===== src/rtl/alu_pkg.sv =====
// Shared types and constants for the ALU command issuer: opcodes, FSM states,
// flag layout and the flag helper used when capturing non-multiply results.
package alu_pkg;

  localparam int DATA_W     = 16;
  localparam int FLAG_W     = 2;
  localparam int FLAG_CB    = 0;  // carry (ADD) / borrow (SUB) / product-high-nonzero (MUL)
  localparam int FLAG_OVF   = 1;  // signed overflow
  localparam int MUL_CYCLES = 16;

  typedef enum logic [2:0] {
    OP_ADD = 3'b000,
    OP_SUB = 3'b001,
    OP_AND = 3'b010,
    OP_OR  = 3'b011,
    OP_XOR = 3'b100,
    OP_NOT = 3'b101,
    OP_MUL = 3'b110,
    OP_ILL = 3'b111
  } op_e;

  typedef enum logic [1:0] {
    ST_IDLE,
    ST_ISSUE,
    ST_MUL,
    ST_RESP
  } state_e;

  function automatic logic [FLAG_W-1:0] alu_flags(input op_e op,
                                                  input logic [DATA_W-1:0] a,
                                                  input logic [DATA_W-1:0] b);
    logic [DATA_W:0]   sum;
    logic [DATA_W-1:0] diff;
    logic [FLAG_W-1:0] f;
    sum  = {1'b0, a} + {1'b0, b};
    diff = a - b;
    f    = '0;
    case (op)
      OP_ADD: begin
        f[FLAG_OVF] = (a[DATA_W-1] == b[DATA_W-1]) && (sum[DATA_W-1] != a[DATA_W-1]);
        f[FLAG_CB]  = sum[DATA_W];
      end
      OP_SUB: begin
        f[FLAG_OVF] = (a[DATA_W-1] != b[DATA_W-1]) && (diff[DATA_W-1] != a[DATA_W-1]);
        f[FLAG_CB]  = (a < b);
      end
      default: f = '0;
    endcase
    return f;
  endfunction

endpackage


===== src/rtl/alu_cmd_fifo.sv =====
// Generic show-ahead FIFO, registered count; one-cycle write-to-read latency.
// push_rdy drops when full; no pass-through on full even if a pop happens.
module alu_cmd_fifo #(
  parameter int DEPTH = 4,
  parameter int WIDTH = 8
) (
  input  logic             clk,
  input  logic             rst_n,
  input  logic             push_vld,
  output logic             push_rdy,
  input  logic [WIDTH-1:0] push_dat,
  output logic             pop_vld,
  input  logic             pop_rdy,
  output logic [WIDTH-1:0] pop_dat
);

  localparam int PTR_W = (DEPTH > 1) ? $clog2(DEPTH) : 1;
  localparam logic [PTR_W:0] FULL_CNT = PTR_W'(DEPTH) == '0 ? (PTR_W+1)'(DEPTH) : (PTR_W+1)'(DEPTH);

  logic [WIDTH-1:0] mem [DEPTH];
  logic [PTR_W-1:0] wr_ptr;
  logic [PTR_W-1:0] rd_ptr;
  logic [PTR_W:0]   count;
  logic             do_push;
  logic             do_pop;

  assign push_rdy = (count != FULL_CNT);
  assign pop_vld  = (count != '0);
  assign pop_dat  = mem[rd_ptr];
  assign do_push  = push_vld && push_rdy;
  assign do_pop   = pop_rdy && pop_vld;

  always_ff @(posedge clk) begin
    if (do_push) mem[wr_ptr] <= push_dat;
  end

  // Depth is a power of two, so pointers wrap by natural overflow.
  always_ff @(posedge clk) begin
    if (!rst_n) begin
      wr_ptr <= '0;
      rd_ptr <= '0;
      count  <= '0;
    end else begin
      if (do_push) wr_ptr <= wr_ptr + PTR_W'(1);
      if (do_pop)  rd_ptr <= rd_ptr + PTR_W'(1);
      case ({do_push, do_pop})
        2'b10:   count <= count + (PTR_W+1)'(1);
        2'b01:   count <= count - (PTR_W+1)'(1);
        default: count <= count;
      endcase
    end
  end

endmodule


===== src/rtl/alu_issuer.sv =====
// Queues ALU commands and issues them one at a time to an external combinational ALU;
// rsp_valid 3 cycles after push (19 for MUL), held until rsp_ready; cmd_ready = FIFO not full.
module alu_issuer
  import alu_pkg::*;
#(
  parameter int FIFO_DEPTH = 4,
  parameter int TAG_W      = 4
) (
  input  logic              clk,
  input  logic              rst_n,
  input  logic              cmd_valid,
  output logic              cmd_ready,
  input  logic [2:0]        cmd_opcode,
  input  logic [15:0]       cmd_a,
  input  logic [15:0]       cmd_b,
  input  logic [TAG_W-1:0]  cmd_tag,
  output logic [15:0]       alu_a,
  output logic [15:0]       alu_b,
  output logic [2:0]        alu_opcode,
  input  logic [15:0]       alu_result,
  output logic              rsp_valid,
  input  logic              rsp_ready,
  output logic [15:0]       rsp_result,
  output logic [1:0]        rsp_flags,
  output logic [TAG_W-1:0]  rsp_tag,
  output logic              rsp_err,
  output logic              busy
);

  typedef struct packed {
    logic [2:0]        opcode;
    logic [DATA_W-1:0] a;
    logic [DATA_W-1:0] b;
    logic [TAG_W-1:0]  tag;
  } cmd_t;

  localparam int CMD_W = $bits(cmd_t);
  localparam int IDX_W = $clog2(MUL_CYCLES);

  state_e             state;
  state_e             state_nxt;
  cmd_t               cmd_dat;
  cmd_t               fifo_dat;
  logic               fifo_rdy;
  logic               fifo_vld;
  logic               push_vld;
  logic               pop_en;
  logic               cap_alu;
  logic               cap_ill;
  logic               mul_start;
  logic               mul_step;
  logic               mul_done;
  logic [TAG_W-1:0]   cur_tag;
  logic [IDX_W-1:0]   mul_idx;
  logic [2*DATA_W-1:0] acc;
  logic [2*DATA_W-1:0] acc_nxt;
  logic [FLAG_W-1:0]  mul_flags;

  assign cmd_dat  = '{opcode: cmd_opcode, a: cmd_a, b: cmd_b, tag: cmd_tag};
  assign cmd_ready = rst_n && fifo_rdy;
  assign push_vld  = cmd_valid && cmd_ready;

  alu_cmd_fifo #(
    .DEPTH (FIFO_DEPTH),
    .WIDTH (CMD_W)
  ) u_fifo (
    .clk      (clk),
    .rst_n    (rst_n),
    .push_vld (push_vld),
    .push_rdy (fifo_rdy),
    .push_dat (cmd_dat),
    .pop_vld  (fifo_vld),
    .pop_rdy  (pop_en),
    .pop_dat  (fifo_dat)
  );

  assign rsp_valid = (state == ST_RESP);
  assign busy      = fifo_vld || (state != ST_IDLE);

  // One shift-add partial product per cycle, indexed by multiplier bit.
  assign acc_nxt = acc + (alu_b[mul_idx] ? ({{DATA_W{1'b0}}, alu_a} << mul_idx)
                                         : {2*DATA_W{1'b0}});

  always_comb begin
    mul_flags           = '0;
    mul_flags[FLAG_CB]  = |acc_nxt[2*DATA_W-1:DATA_W];
  end

  always_ff @(posedge clk) begin
    if (!rst_n) state <= ST_IDLE;
    else        state <= state_nxt;
  end

  always_comb begin
    state_nxt = state;
    pop_en    = 1'b0;
    cap_alu   = 1'b0;
    cap_ill   = 1'b0;
    mul_start = 1'b0;
    mul_step  = 1'b0;
    mul_done  = 1'b0;
    case (state)
      ST_IDLE: begin
        if (fifo_vld) begin
          pop_en    = 1'b1;
          state_nxt = ST_ISSUE;
        end
      end
      ST_ISSUE: begin
        case (op_e'(alu_opcode))
          OP_MUL: begin
            mul_start = 1'b1;
            state_nxt = ST_MUL;
          end
          OP_ILL: begin
            cap_ill   = 1'b1;
            state_nxt = ST_RESP;
          end
          default: begin
            cap_alu   = 1'b1;
            state_nxt = ST_RESP;
          end
        endcase
      end
      ST_MUL: begin
        mul_step = 1'b1;
        if (mul_idx == IDX_W'(MUL_CYCLES - 1)) begin
          mul_done  = 1'b1;
          state_nxt = ST_RESP;
        end
      end
      ST_RESP: begin
        if (rsp_ready) state_nxt = ST_IDLE;
      end
      default: state_nxt = ST_IDLE;
    endcase
  end

  always_ff @(posedge clk) begin
    if (!rst_n) begin
      alu_a      <= '0;
      alu_b      <= '0;
      alu_opcode <= '0;
      cur_tag    <= '0;
      acc        <= '0;
      mul_idx    <= '0;
      rsp_result <= '0;
      rsp_flags  <= '0;
      rsp_tag    <= '0;
      rsp_err    <= 1'b0;
    end else begin
      if (pop_en) begin
        alu_a      <= fifo_dat.a;
        alu_b      <= fifo_dat.b;
        alu_opcode <= fifo_dat.opcode;
        cur_tag    <= fifo_dat.tag;
      end
      if (cap_alu) begin
        rsp_result <= alu_result;
        rsp_flags  <= alu_flags(op_e'(alu_opcode), alu_a, alu_b);
        rsp_tag    <= cur_tag;
        rsp_err    <= 1'b0;
      end
      // The external ALU output is deliberately ignored for the illegal opcode.
      if (cap_ill) begin
        rsp_result <= '0;
        rsp_flags  <= '0;
        rsp_tag    <= cur_tag;
        rsp_err    <= 1'b1;
      end
      if (mul_start) begin
        acc     <= '0;
        mul_idx <= '0;
      end
      if (mul_step) begin
        acc     <= acc_nxt;
        mul_idx <= mul_idx + IDX_W'(1);
      end
      if (mul_done) begin
        rsp_result <= acc_nxt[DATA_W-1:0];
        rsp_flags  <= mul_flags;
        rsp_tag    <= cur_tag;
        rsp_err    <= 1'b0;
      end
    end
  end

endmodule


===== config.mk =====
export PLATFORM = sky130hd
export DESIGN_NAME = alu_issuer
export DESIGN_NICKNAME = d
export VERILOG_FILES = /design/src/rtl/alu_pkg.sv /design/src/rtl/alu_cmd_fifo.sv /design/src/rtl/alu_issuer.sv
export SDC_FILE = /design/constraint.sdc
export NUM_CORES = 1
export LEC_CHECK = 0
export ABC_AREA = 1
export BUFFER_PORTS_ARGS = -buffer_cell sky130_fd_sc_hd__buf_2
export CAP_MARGIN = 10
export CELL_PAD_IN_SITES_DETAIL_PLACEMENT = 0
export CELL_PAD_IN_SITES_GLOBAL_PLACEMENT = 1
export CORE_ASPECT_RATIO = 1.75
export CORE_MARGIN = 2
export CORE_UTILIZATION = 45
export CTS_BUF_LIST = sky130_fd_sc_hd__clkbuf_4 sky130_fd_sc_hd__clkbuf_8 sky130_fd_sc_hd__clkbuf_16
export DETAILED_ROUTE_END_ITERATION = 8
export PLACE_DENSITY = 0.9
export SYNTH_ARGS = -nofsm -noshare
export SYNTH_HDL_FRONTEND = slang
export SYNTH_SLANG_ARGS = --single-unit

===== constraint.sdc =====
create_clock -name clk -period 3.9 [get_ports clk]
set_input_delay 0 -clock clk [delete_from_list [all_inputs] [get_ports clk]]
set_output_delay 0 -clock clk [all_outputs]
set_load 0.02 [all_outputs]

==> results of run 1 <==
-- routing by layer --
metal,up-vias,part of all wire [%]
li1,6462,-
met2,375,54
met5,-,0
met4,0,7.4
met3,159,4.2
met1,6116,35
-- worst max path at each step --
stage	start	endpoint	slack, ns
after global routing	mul_idx[0]	rsp_flags[0]	0.02
after global placement	mul_idx[0]	rsp_flags[0]	0.16
final	mul_idx[0]	rsp_flags[0]	0.32
after CTS	mul_idx[0]	rsp_flags[0]	0.20
after floorplan	u_fifo.count[1]	u_fifo.mem[0][0]	0.61
after detailed placement	mul_idx[0]	rsp_flags[0]	0.16
-- timing repair --
action / 4_1_cts / 5_1_grt
hold buffers: 56 / 0
buffers inserted: 0 / 0
setup endpoints to repair: 0 / 1
resized for setup: 0 / 11
hold endpoints to repair: 173 / 0
-- layout by cell type, fill, tap and decap left out, drive strengths merged, types with 14 or more instances in the layout --
cell type	n
a21oi	109
a31oi	47
buf	177
clkbuf	32
dfxtp	107
dlygate4sd3	56
edfxtp	156
ha	72
inv	217
nand2	464
nand3	77
nand4	14
nor2	249
nor3	16
o21ai	204
xor2	14
-- worst register-to-register path, stage by stage, from the launching register on --
cell and delay [ns]:
dfxtp_1 0.41, buf_4 0.21, o21ai_0 0.15, or2_2 0.31
a31oi_1 0.30, nor2_1 0.12, o21ai_1 0.13, inv_1 0.06
ha_1 0.36, nand2_2 0.16, inv_1 0.05, nand2_1 0.09
nand2_1 0.06, nand2_1 0.06, nand2_1 0.14, a21oi_1 0.24
nand3_1 0.13, nand2_1 0.10, nand2_1 0.07, nor2_1 0.11
nand3_1 0.09, nand2_1 0.08, a21oi_2 0.05
-- state kept, by name (all words and copies together) (netlist names), 3 cells and up --
signal        flops
u_fifo.mem      156
u_fifo.count      3
alu_opcode        3
rsp_result       16
mul_idx           4
cur_tag           4
alu_a            16
acc              32
rsp_tag           4
alu_b            16
-- metrics by stage --
stage	area [um2]	hold slack [ns]
after floorplan	14500	0.0989
after global placement	15700	0.206
after detailed placement	15700	0.215
after CTS	17200	0.0614
after global routing	17200	0.124
final	17200	0.0892
-- synthesized netlist by cell type, types with 3 or more instances --
cell type	number
nor2_1	236
a31oi_1	47
nand2_1	442
edfxtp_1	156
a21o_1	3
o21bai_1	3
nand3_1	68
a21oi_1	108
o21ai_0	201
xor2_1	14
nand3_2	9
inv_1	208
ha_1	72
clkbuf_1	52
o31ai_1	3
nor3_1	16
buf_4	4
dfxtp_1	107
nand2_2	20
nor2_2	11
nand4_1	14
inv_2	5
buf_2	12
nand3b_1	3
buf_1	8
o21ai_1	3
nor4_1	4
-- cell type report --
| type | instances | share of cell area (%) |
|---|---|---|
| clock inverters | 14 | 1.17 |
| well taps | 400 | 2.91 |
| multi-input cells | 1295 | 38.2 |
| clock buffers | 32 | 3.98 |
| inverters | 215 | 4.71 |
| flip-flops and latches | 263 | 39.7 |
| repair buffers | 233 | 9.28 |
-- power by group through the flow --
stage / clock (mW) / sequential [mW] / combinational (mW)
finish: 2.62 / 3.70 / 4.50
global route: 2.76 / 3.74 / 4.97
CTS: 2.66 / 3.69 / 4.47
detailed placement: 0 / 3.75 / 4.40
global placement: 0 / 3.74 / 4.36
floorplan: 0 / 3.98 / 2.47
-- kinds of logic (layout without fill, tap and decap cells) --
logic type / count (synthesis) / count (layout) / share of synthesized area [%]
AOI/OAI and AO/OA: 375 / 375 / 13.7
xor gates and xnor gates: 14 / 14 / 0.846
adders and majority gates: 74 / 74 / 6.49
buffers and inverters: 293 / 494 / 7.86
DFF: 263 / 263 / 47.1
and+or+nand+nor: 832 / 832 / 24.0
==> flow_metrics.py, run 1 <==
metrics = {
    "worst_setup_path": {
        "max_stage_delay_ns": 0.41,
        "cpMaxStageDelayCell": "dfxtp_1",
        "cp.arrival_ns": 4.03,
        "crit_top_cell": "nand2_1",
        "reg2reg_setup_slack_ns": 0.32,
        "worstReg2RegStart": "mul_idx[0]",
        "path_cells": "buf_4, o21ai_0, or2_2, a31oi_1, nor2_1, o21ai_1, inv_1, ha_1, nand2_2, inv_1, nand2_1, nand2_1, nand2_1, nand2_1, a21oi_1, nand3_1, nand2_1, nand2_1, nor2_1, nand3_1, nand2_1, a21oi_2",
        "cp.required_ns": 4.35,
        "startpoint_type": "flip-flop",
        "critPathMaxFanout": 13,
        "path_class": "reg -> reg",
        "r2r_end": "rsp_flags[0]",
        "cpLargestDelayFamily": "simple AND/OR/NAND/NOR gates",
        "cp-end-kind": "flip-flop",
        "critPathBufInv": 3,
        "r2r_cells": 22,
        "cp.depth": 22,
    },
    "timing": {
        "setup_violations": 0,
        "finalMaxSlewViolations": 0,
        "fin_ws_ns": 0.320,
        "period_share_pct": 91.8,
        "fin_tns_setup_ns": 0,
        "skew_ns": 0.0297,
        "maxSlewHeadroom_pct": 20.5,
        "min_period_ns": 3.58,
        "max_freq_mhz": 279,
        "worst_slew_pin_slew_ns": 1.19,
        "rsz0062_at_grt": "no",
        "hold_viol": 0,
    },
    "logic_synthesis": {
        "synth_nets": 1984,
        "synth_top_cell_area_share_pct": 32.3,
        "yosys-top-cells-area": "edfxtp_1 32%, dfxtp_1 15%, nand2_1 11%",
        "synth_cell_types": 44,
        "yosys_warnings": 0,
        "async_reset_ff_share_pct": 0,
        "ys.flop_type": "edfxtp_1",
        "synthCells": 1851,
        "yosys.area.top_type": "edfxtp_1",
        "synth-edff-count": 156,
        "ys_ff_latch": 263,
        "synth_area_um2": 14500,
        "syn_avg_cell_area_um2": 7.83,
        "ys_seq_area_share_pct": 47.1,
    },
    "clock_network": {
        "insertion_delay_ns": 0.57,
        "clk_path_buf_depth": 3,
        "htreeDepth": 1,
        "root_buffer": "clkbuf_16",
        "cts_made_buffers": 25,
        "cts_tree": "built",
        "clock-sinks": 263,
        "path_clk_slew_ns": 0.07,
    },
    "place": {
        "gp_congestion": 0.982,
        "placed_cells": 2350,
        "dp_slack_ns": 0.163,
        "port_buffers": 119,
        "dpl.hpwl_um": 33200,
    },
    "grt": {
        "grt_overflow": 0,
        "gr-usage-met1_pct": 26.2,
        "track_usage_pct": 26.6,
        "antenna_found_initial": 0,
        "grt_max_degree": 80,
        "grt_util_met3_pct": 3.48,
        "grtUsageMet2_pct": 51.4,
        "grt.busiest_layer": "met2",
        "grt_pass1_vias": 13000,
        "grt_pass1_wl_um": 69400,
    },
    "power_and_ir_drop": {
        "power.internal_mw": 6.28,
        "ir_drop_uv": 474,
        "p_comb_share_pct": 41.6,
        "cellLeakagePower_nw": 7.78,
        "p_clk_share_pct": 24.2,
        "power_density_nw_per_um2": 629,
        "seq_power_share_pct": 34.2,
        "total_power_mw": 10.8,
        "switching_share_pct": 41.9,
        "p_sw_mw": 4.54,
    },
    "drt": {
        "drt_first_pass_iters": 5,
        "finalWirelength_um": 45800,
        "drcViolationCount": 0,
        "wl_per_cell_um": 18.7,
        "vias_per_cell": 5.35,
        "drtIter0Drc": 762,
        "vias": 13100,
        "ant_nets": 0,
    },
    "finish": {
        "drive_above_1_share_pct": 14.0,
        "multi_input_area_um2": 6570,
        "postLayoutCoreUtil_pct": 53.7,
        "antennaDiodeCount": 0,
        "regArea_um2": 6830,
        "finish.net_count": 2166,
        "fin_cells": 2452,
        "area_growth_pct": 18.6,
        "n_fill_cell": 3045,
    },
    "die": {
        "fp.dieH_um": 241,
        "core.rowCount": 87,
        "pin_count": 120,
        "coreArea_um2": 32000,
        "die_w_um": 140,
        "initial_core_util_pct": 45.3,
        "dieArea_um2": 33700,
    },
    "hold_path": {
        "min_from": "cmd_valid",
        "holdPathStages": 3,
        "holdCritPathClass": "in -> reg",
        "hold_path_end": "u_fifo.wr_ptr[0]",
    },
    "outcome": {
        "outcome": "finished, final reports clean",
    },
    "job": {
        "maxCapViolations": 0,
    },
}
Power figures use the tool's default switching activity.
==> inputs of run 2 (changes only) <==
--- a/config.mk
+++ b/config.mk
@@ -8,14 +8,13 @@
 export ABC_AREA = 1
 export BUFFER_PORTS_ARGS = -buffer_cell sky130_fd_sc_hd__buf_2
 export CAP_MARGIN = 10
-export CELL_PAD_IN_SITES_DETAIL_PLACEMENT = 0
-export CELL_PAD_IN_SITES_GLOBAL_PLACEMENT = 1
 export CORE_ASPECT_RATIO = 1.75
 export CORE_MARGIN = 2
-export CORE_UTILIZATION = 45
+export CORE_UTILIZATION = 61
 export CTS_BUF_LIST = sky130_fd_sc_hd__clkbuf_4 sky130_fd_sc_hd__clkbuf_8 sky130_fd_sc_hd__clkbuf_16
 export DETAILED_ROUTE_END_ITERATION = 8
-export PLACE_DENSITY = 0.9
+export PLACE_DENSITY = 0.91
+export RECOVER_POWER = 50
 export SYNTH_ARGS = -nofsm -noshare
 export SYNTH_HDL_FRONTEND = slang
 export SYNTH_SLANG_ARGS = --single-unit
==> run 2 against run 1 <==
Against the previous run:
- the flow now finishes with violations (capacitance limit, slew limit)
- flip-flop and latch count unchanged
- critical endpoint is now acc[14]
- via count up 8.7%
- worst setup slack gained 0.0024 ns
- highest routed layer unchanged
==> flow_metrics.py, run 2 (synthesis results as in run 1) <==
metrics = {
    "finish": {
        "n_fill_cell": 1727,
        "top_regs": "u_fifo.mem: 156 flops, acc: 32 flops",
        "fin_cells": 2346,
        "finish.net_count": 2156,
        "area_growth_pct": 15.8,
        "postLayoutCoreUtil_pct": 71.9,
        "stdcell_area_um2": 16800,
        "most-common-layout-cells": "441 x nand2_1, 232 x nor2_1, 209 x inv_1",
        "drive_above_1_share_pct": 8.28,
        "layout_commonest_cell": "nand2_1",
        "largest_reg_flops": 156,
        "regMostFlops": "u_fifo.mem",
    },
    "place": {
        "dpl.hpwl_um": 31600,
        "dpl-instance-area_um2": 15500,
        "gp_congestion": 1.04,
        "dp_slack_ns": 0.259,
        "placed_cells": 2244,
        "port_buffers": 119,
    },
    "clock_network": {
        "clock-sinks": 263,
        "cts_tree": "built",
        "insertion_delay_ns": 0.55,
        "htreeDepth": 1,
        "clk_path_buf_depth": 3,
        "path_clk_slew_ns": 0.07,
        "root_buffer": "clkbuf_16",
        "cts_made_buffers": 24,
    },
    "worst_setup_path": {
        "max_stage_delay_ns": 0.55,
        "cp.arrival_ns": 4.05,
        "startpoint_type": "flip-flop",
        "path_cells": "buf_4, buf_4, nor3_1, nand4_1, inv_1, ha_1, fa_1, nand3_1, nand3_2, nand2_1, nand2_2, nand2_1, nand2_1, xor2_1, nand2_1, a21oi_1",
        "cpMaxStageDelayCell": "xor2_1",
        "cp-end-kind": "flip-flop",
        "crit_top_cell": "nand2_1",
        "cp.required_ns": 4.37,
        "r2r_cells": 16,
        "worstReg2RegStart": "mul_idx[1]",
        "r2r_end": "acc[14]",
        "critPathMaxFanout": 15,
        "reg2reg_setup_slack_ns": 0.32,
        "path_class": "reg -> reg",
    },
    "die": {
        "fp.dieH_um": 208,
        "coreArea_um2": 23300,
        "die_w_um": 121,
        "initial_core_util_pct": 62.1,
        "core.rowCount": 74,
        "pin_count": 120,
        "dieArea_um2": 25000,
    },
    "grt": {
        "grt_max_degree": 80,
        "grt_pass1_wl_um": 74600,
        "grt_overflow": 0,
        "antenna_found_initial": 0,
        "track_usage_pct": 38.8,
        "grt_pass1_vias": 13900,
    },
    "power_and_ir_drop": {
        "p_clk_share_pct": 23.5,
        "p_comb_share_pct": 41.0,
        "total_power_mw": 10.8,
        "seq_power_share_pct": 35.5,
        "switching_share_pct": 44.1,
        "cellLeakagePower_nw": 7.34,
        "ir_drop_uv": 591,
        "power.internal_mw": 6.02,
        "power_density_nw_per_um2": 642,
        "p_sw_mw": 4.74,
    },
    "timing": {
        "hold_viol": 0,
        "rsz0062_at_grt": "no",
        "finalMaxSlewViolations": 118,
        "worst_slew_pin_slew_ns": 2.12,
        "period_share_pct": 91.7,
        "fin_tns_setup_ns": 0,
        "fin_ws_ns": 0.322,
        "skew_ns": 0.0216,
        "min_period_ns": 3.58,
        "maxSlewHeadroom_pct": -41.4,
        "max_freq_mhz": 280,
        "setup_violations": 0,
        "hold_slack_ns": 0.155,
    },
    "drt": {
        "finalWirelength_um": 49100,
        "drt_first_pass_iters": 8,
        "ant_nets": 0,
        "drcViolationCount": 0,
        "vias_per_cell": 6.07,
        "vias": 14300,
        "drtIter0Drc": 1577,
        "wl_per_cell_um": 20.9,
    },
    "outcome": {
        "failed_checks": "capacitance limit, slew limit",
        "outcome": "complete, but fails checks",
    },
    "hold_path": {
        "hold_path_end": "u_fifo.wr_ptr[0]",
        "holdPathStages": 3,
        "min_from": "cmd_valid",
        "holdCritPathClass": "in -> reg",
    },
    "job": {
        "maxCapViolations": 2,
    },
}
[run 2: cell count changes in the layout (fill, tap and decap cells not counted), sizes merged]
cell	delta
clkbuf	+99
buf	-111
inv	-2
clkinv	+4
bufinv	-1
diode	+1
[run 2: how the worst max path moves through the flow]
stage | from | to | slack [ns]
final | mul_idx[1] | acc[14] | 0.32
after global routing | mul_idx[0] | rsp_flags[0] | 0.02
after CTS | mul_idx[0] | rsp_flags[0] | 0.25
after detailed placement | mul_idx[0] | rsp_flags[0] | 0.26
after global placement | mul_idx[0] | rsp_flags[0] | 0.33
after floorplan | u_fifo.count[1] | u_fifo.mem[0][0] | 0.61
[run 2: power by group through the flow]
stage               sequential (mW)  clock [mW]  combinational (mW)
detailed placement             3.83           0                4.18
global placement               3.81           0                4.06
global route                   3.83        2.62                4.75
CTS                            3.77        2.50                4.31
floorplan                      3.98           0                2.47
finish                         3.82        2.53                4.41
[run 2: final cells by class]
type | instances | area [um2] | share of cell area (%)
diodes | 1 | 2.50 | 0.0149
well taps | 304 | 380 | 2.27
inverters | 215 | 807 | 4.81
repair buffers | 224 | 1360 | 8.12
flip-flops and latches | 263 | 6830 | 40.7
clock buffers | 29 | 662 | 3.95
clock inverters | 15 | 171 | 1.02
multi-input cells | 1295 | 6560 | 39.1
[run 2: what timing repair did]
item	CTS	global route
buffers inserted	0	0
hold endpoints to repair	173	0
setup endpoints to repair	0	1
hold buffers	56	0
gates resized for setup	0	6
[run 2: critical path, delay by kind of cell, from the launching register on]
kind	cells	cell delay, ns
and+or+nand+nor	9	1.43
xor gates and xnor gates	1	0.55
adders and majority gates	2	0.52
buffers and inverters	3	0.46
DFF	1	0.33
AOI/OAI and AO/OA	1	0.19
[run 2: metal layers]
layer	up-vias	global-route usage [%]	share of wire [%]
li1	6443	-	-
met1	6454	38.3	31
met2	1011	67.4	50
met3	342	7.39	8.2
met4	0	34.9	11
met5	-	0	0
==> inputs of run 3 (changes only) <==
--- a/config.mk
+++ b/config.mk
@@ -13,7 +13,7 @@
 export CORE_UTILIZATION = 61
 export CTS_BUF_LIST = sky130_fd_sc_hd__clkbuf_4 sky130_fd_sc_hd__clkbuf_8 sky130_fd_sc_hd__clkbuf_16
 export DETAILED_ROUTE_END_ITERATION = 8
-export PLACE_DENSITY = 0.91
+export PLACE_DENSITY = 0.85
 export RECOVER_POWER = 50
 export SYNTH_ARGS = -nofsm -noshare
 export SYNTH_HDL_FRONTEND = slang
==> run 3 against run 2 <==
Against the previous run:
- the flow still finishes with violations (capacitance limit, slew limit)
- routed wire length is 2.7% lower
- first-iteration DRC count is 26% lower
- clock skew is 0.0026 ns lower
- clock power is 8.7% lower
- register-to-register slack worse by 0.08 ns
- cell area is 0.40% higher
- global-route usage is 1.1 points lower
- maximum frequency is 2.2% lower
- die area stayed put
- flip-flop and latch count stayed put
- non-clock buffer count is 15 higher
- total power is 2.2% lower
==> flow_metrics.py, run 3 (synthesis results as in run 1) <==
metrics = {
    "die": {
        "dieArea_um2": 25000,
        "die_w_um": 121,
        "coreArea_um2": 23300,
        "pin_count": 120,
        "core.rowCount": 74,
        "initial_core_util_pct": 62.1,
        "fp.dieH_um": 208,
    },
    "grt": {
        "grt_pass1_wl_um": 72900,
        "track_usage_pct": 37.8,
        "antenna_found_initial": 0,
        "grt_pass1_vias": 13700,
        "grt_overflow": 0,
        "grt_max_degree": 80,
    },
    "clock_network": {
        "clock-sinks": 263,
        "path_clk_slew_ns": 0.07,
        "insertion_delay_ns": 0.54,
        "clk_path_buf_depth": 3,
        "cts_made_buffers": 23,
        "htreeDepth": 1,
        "cts_tree": "built",
        "root_buffer": "clkbuf_16",
    },
    "power_and_ir_drop": {
        "p_clk_share_pct": 21.9,
        "power_density_nw_per_um2": 625,
        "cellLeakagePower_nw": 7.38,
        "seq_power_share_pct": 35.6,
        "power.internal_mw": 5.93,
        "p_sw_mw": 4.59,
        "switching_share_pct": 43.6,
        "p_comb_share_pct": 42.4,
        "ir_drop_uv": 605,
    },
    "worst_setup_path": {
        "worstSetupStartpoint": "mul_idx[0]",
        "cp.required_ns": 4.30,
        "startpoint_type": "flip-flop",
        "critPathMaxFanout": 21,
        "worstReg2RegStart": "mul_idx[0]",
        "cp.arrival_ns": 4.06,
        "path_class": "reg -> reg",
        "cp-end-kind": "flip-flop",
    },
    "drt": {
        "drt-met1-wl_um": 15100,
        "vias_per_cell": 5.88,
        "top_layer_used": "met4",
        "ant_nets": 0,
        "wl_per_cell_um": 20.3,
        "finalWirelength_um": 47800,
        "drtIter0Drc": 1161,
        "drt_first_pass_iters": 6,
        "vias": 13900,
        "drcViolationCount": 0,
        "wl_met2_um": 24700,
        "wl_met3_um": 3290,
    },
    "timing": {
        "worst_slew_pin_slew_ns": 2.01,
        "skew_ns": 0.0190,
        "period_share_pct": 93.8,
        "min_period_ns": 3.66,
        "finalMaxSlewViolations": 72,
        "maxSlewHeadroom_pct": -34.1,
        "setup_violations": 0,
        "hold_viol": 0,
        "fin_ws_ns": 0.242,
        "hold_slack_ns": 0.0945,
        "max_freq_mhz": 273,
    },
    "finish": {
        "finish.net_count": 2170,
        "top_regs": "u_fifo.mem: 156 flops, acc: 32 flops",
        "drive_above_1_share_pct": 8.92,
        "area_growth_pct": 16.2,
        "regMostFlops": "u_fifo.mem",
        "layout_commonest_cell": "nand2_1",
        "stdcell_area_um2": 16800,
        "antennaDiodeCount": 0,
        "most-common-layout-cells": "440 x nand2_1, 232 x nor2_1, 208 x inv_1",
        "largest_reg_flops": 156,
    },
    "place": {
        "dpl-instance-area_um2": 15700,
        "dp_slack_ns": 0.131,
        "port_buffers": 119,
        "gp_congestion": 0.992,
        "dpl.hpwl_um": 32100,
    },
    "hold_path": {
        "holdCritPathClass": "in -> reg",
        "min_from": "rst_n",
    },
    "outcome": {
        "outcome": "complete, but fails checks",
        "failed_checks": "capacitance limit, slew limit",
    },
    "job": {
        "maxCapViolations": 2,
    },
}
==> run 3: cell type report <==
cell class                      instances  area [um2]
Multi-Input combinational cell       1295        6580
Sequential cell                       263        6830
Clock buffer                           29         621
Timing Repair Buffer                  239        1510
Fill cell                            1857        6490
Tap cell                              304         380
Inverter                              215         810
Clock inverter                         11         111
==> run 3: through the flow <==
| step | setup TNS [ns] | power, mW | cells | util, % |
|---|---|---|---|---|
| floorplan | 0 | 6.44 | 1851 | - |
| global placement | 0 | 7.98 | 2259 | 67.1 |
| detailed placement | 0 | 8.08 | 2259 | 67.1 |
| CTS | 0 | 10.4 | 2355 | 72.6 |
| global route | -0.00342 | 11.0 | 2356 | 72.2 |
| finish | 0 | 10.5 | 2356 | 72.2 |
==> run 3: final timing paths <==
kind	cells after the start	end	slack, ns
worst min register to register	2	acc[26]	0.47
worst max register to register	25	rsp_flags[0]	0.24
worst min-delay path	4	acc[18]	0.09
worst max-delay path	25	rsp_flags[0]	0.24
==> run 3: per-layer routing <==
layer | GRT usage, % | vias to the layer above
met5 | 0 | -
met4 | 29.7 | 0
met3 | 4.51 | 234
met2 | 68.2 | 770
met1 | 38.4 | 6395
li1 | - | 6460
==> run 3: power groups by stage <==
stage	combinational, mW	clock [mW]	sequential (mW)
2_1_floorplan	2.47	0	3.98
3_3_place_gp	4.22	0	3.76
3_5_place_dp	4.31	0	3.76
4_1_cts	4.41	2.29	3.71
5_1_grt	4.85	2.40	3.77
6_report	4.46	2.31	3.75
==> run 3: critical path, stage by stage (launching register included) <==
cell and delay, ns:
dfxtp_1 0.43, buf_6 0.22, nand2_1 0.09, nand2_1 0.08, inv_1 0.05, o21ai_0 0.23, nand2_1 0.08, o21ai_0 0.19
nand2_1 0.11, o21ai_0 0.09, nand2_1 0.08, inv_1 0.08, ha_1 0.23, nand2_2 0.14, nor2_2 0.19, nand2_1 0.20
nor2_1 0.13, nand2_1 0.17, nand4_1 0.15, nand2_1 0.09, nor2_1 0.12, nand2_1 0.06, nor2_1 0.10, nand3_1 0.08
nand2_1 0.08, a21oi_2 0.05
==> run 3: timing repair <==
action,in CTS,in global routing
hold buffers,56,0
resized for setup,0,13
endpoints found under the hold margin,173,0
endpoints found under the setup margin,0,1
setup buffers,0,0
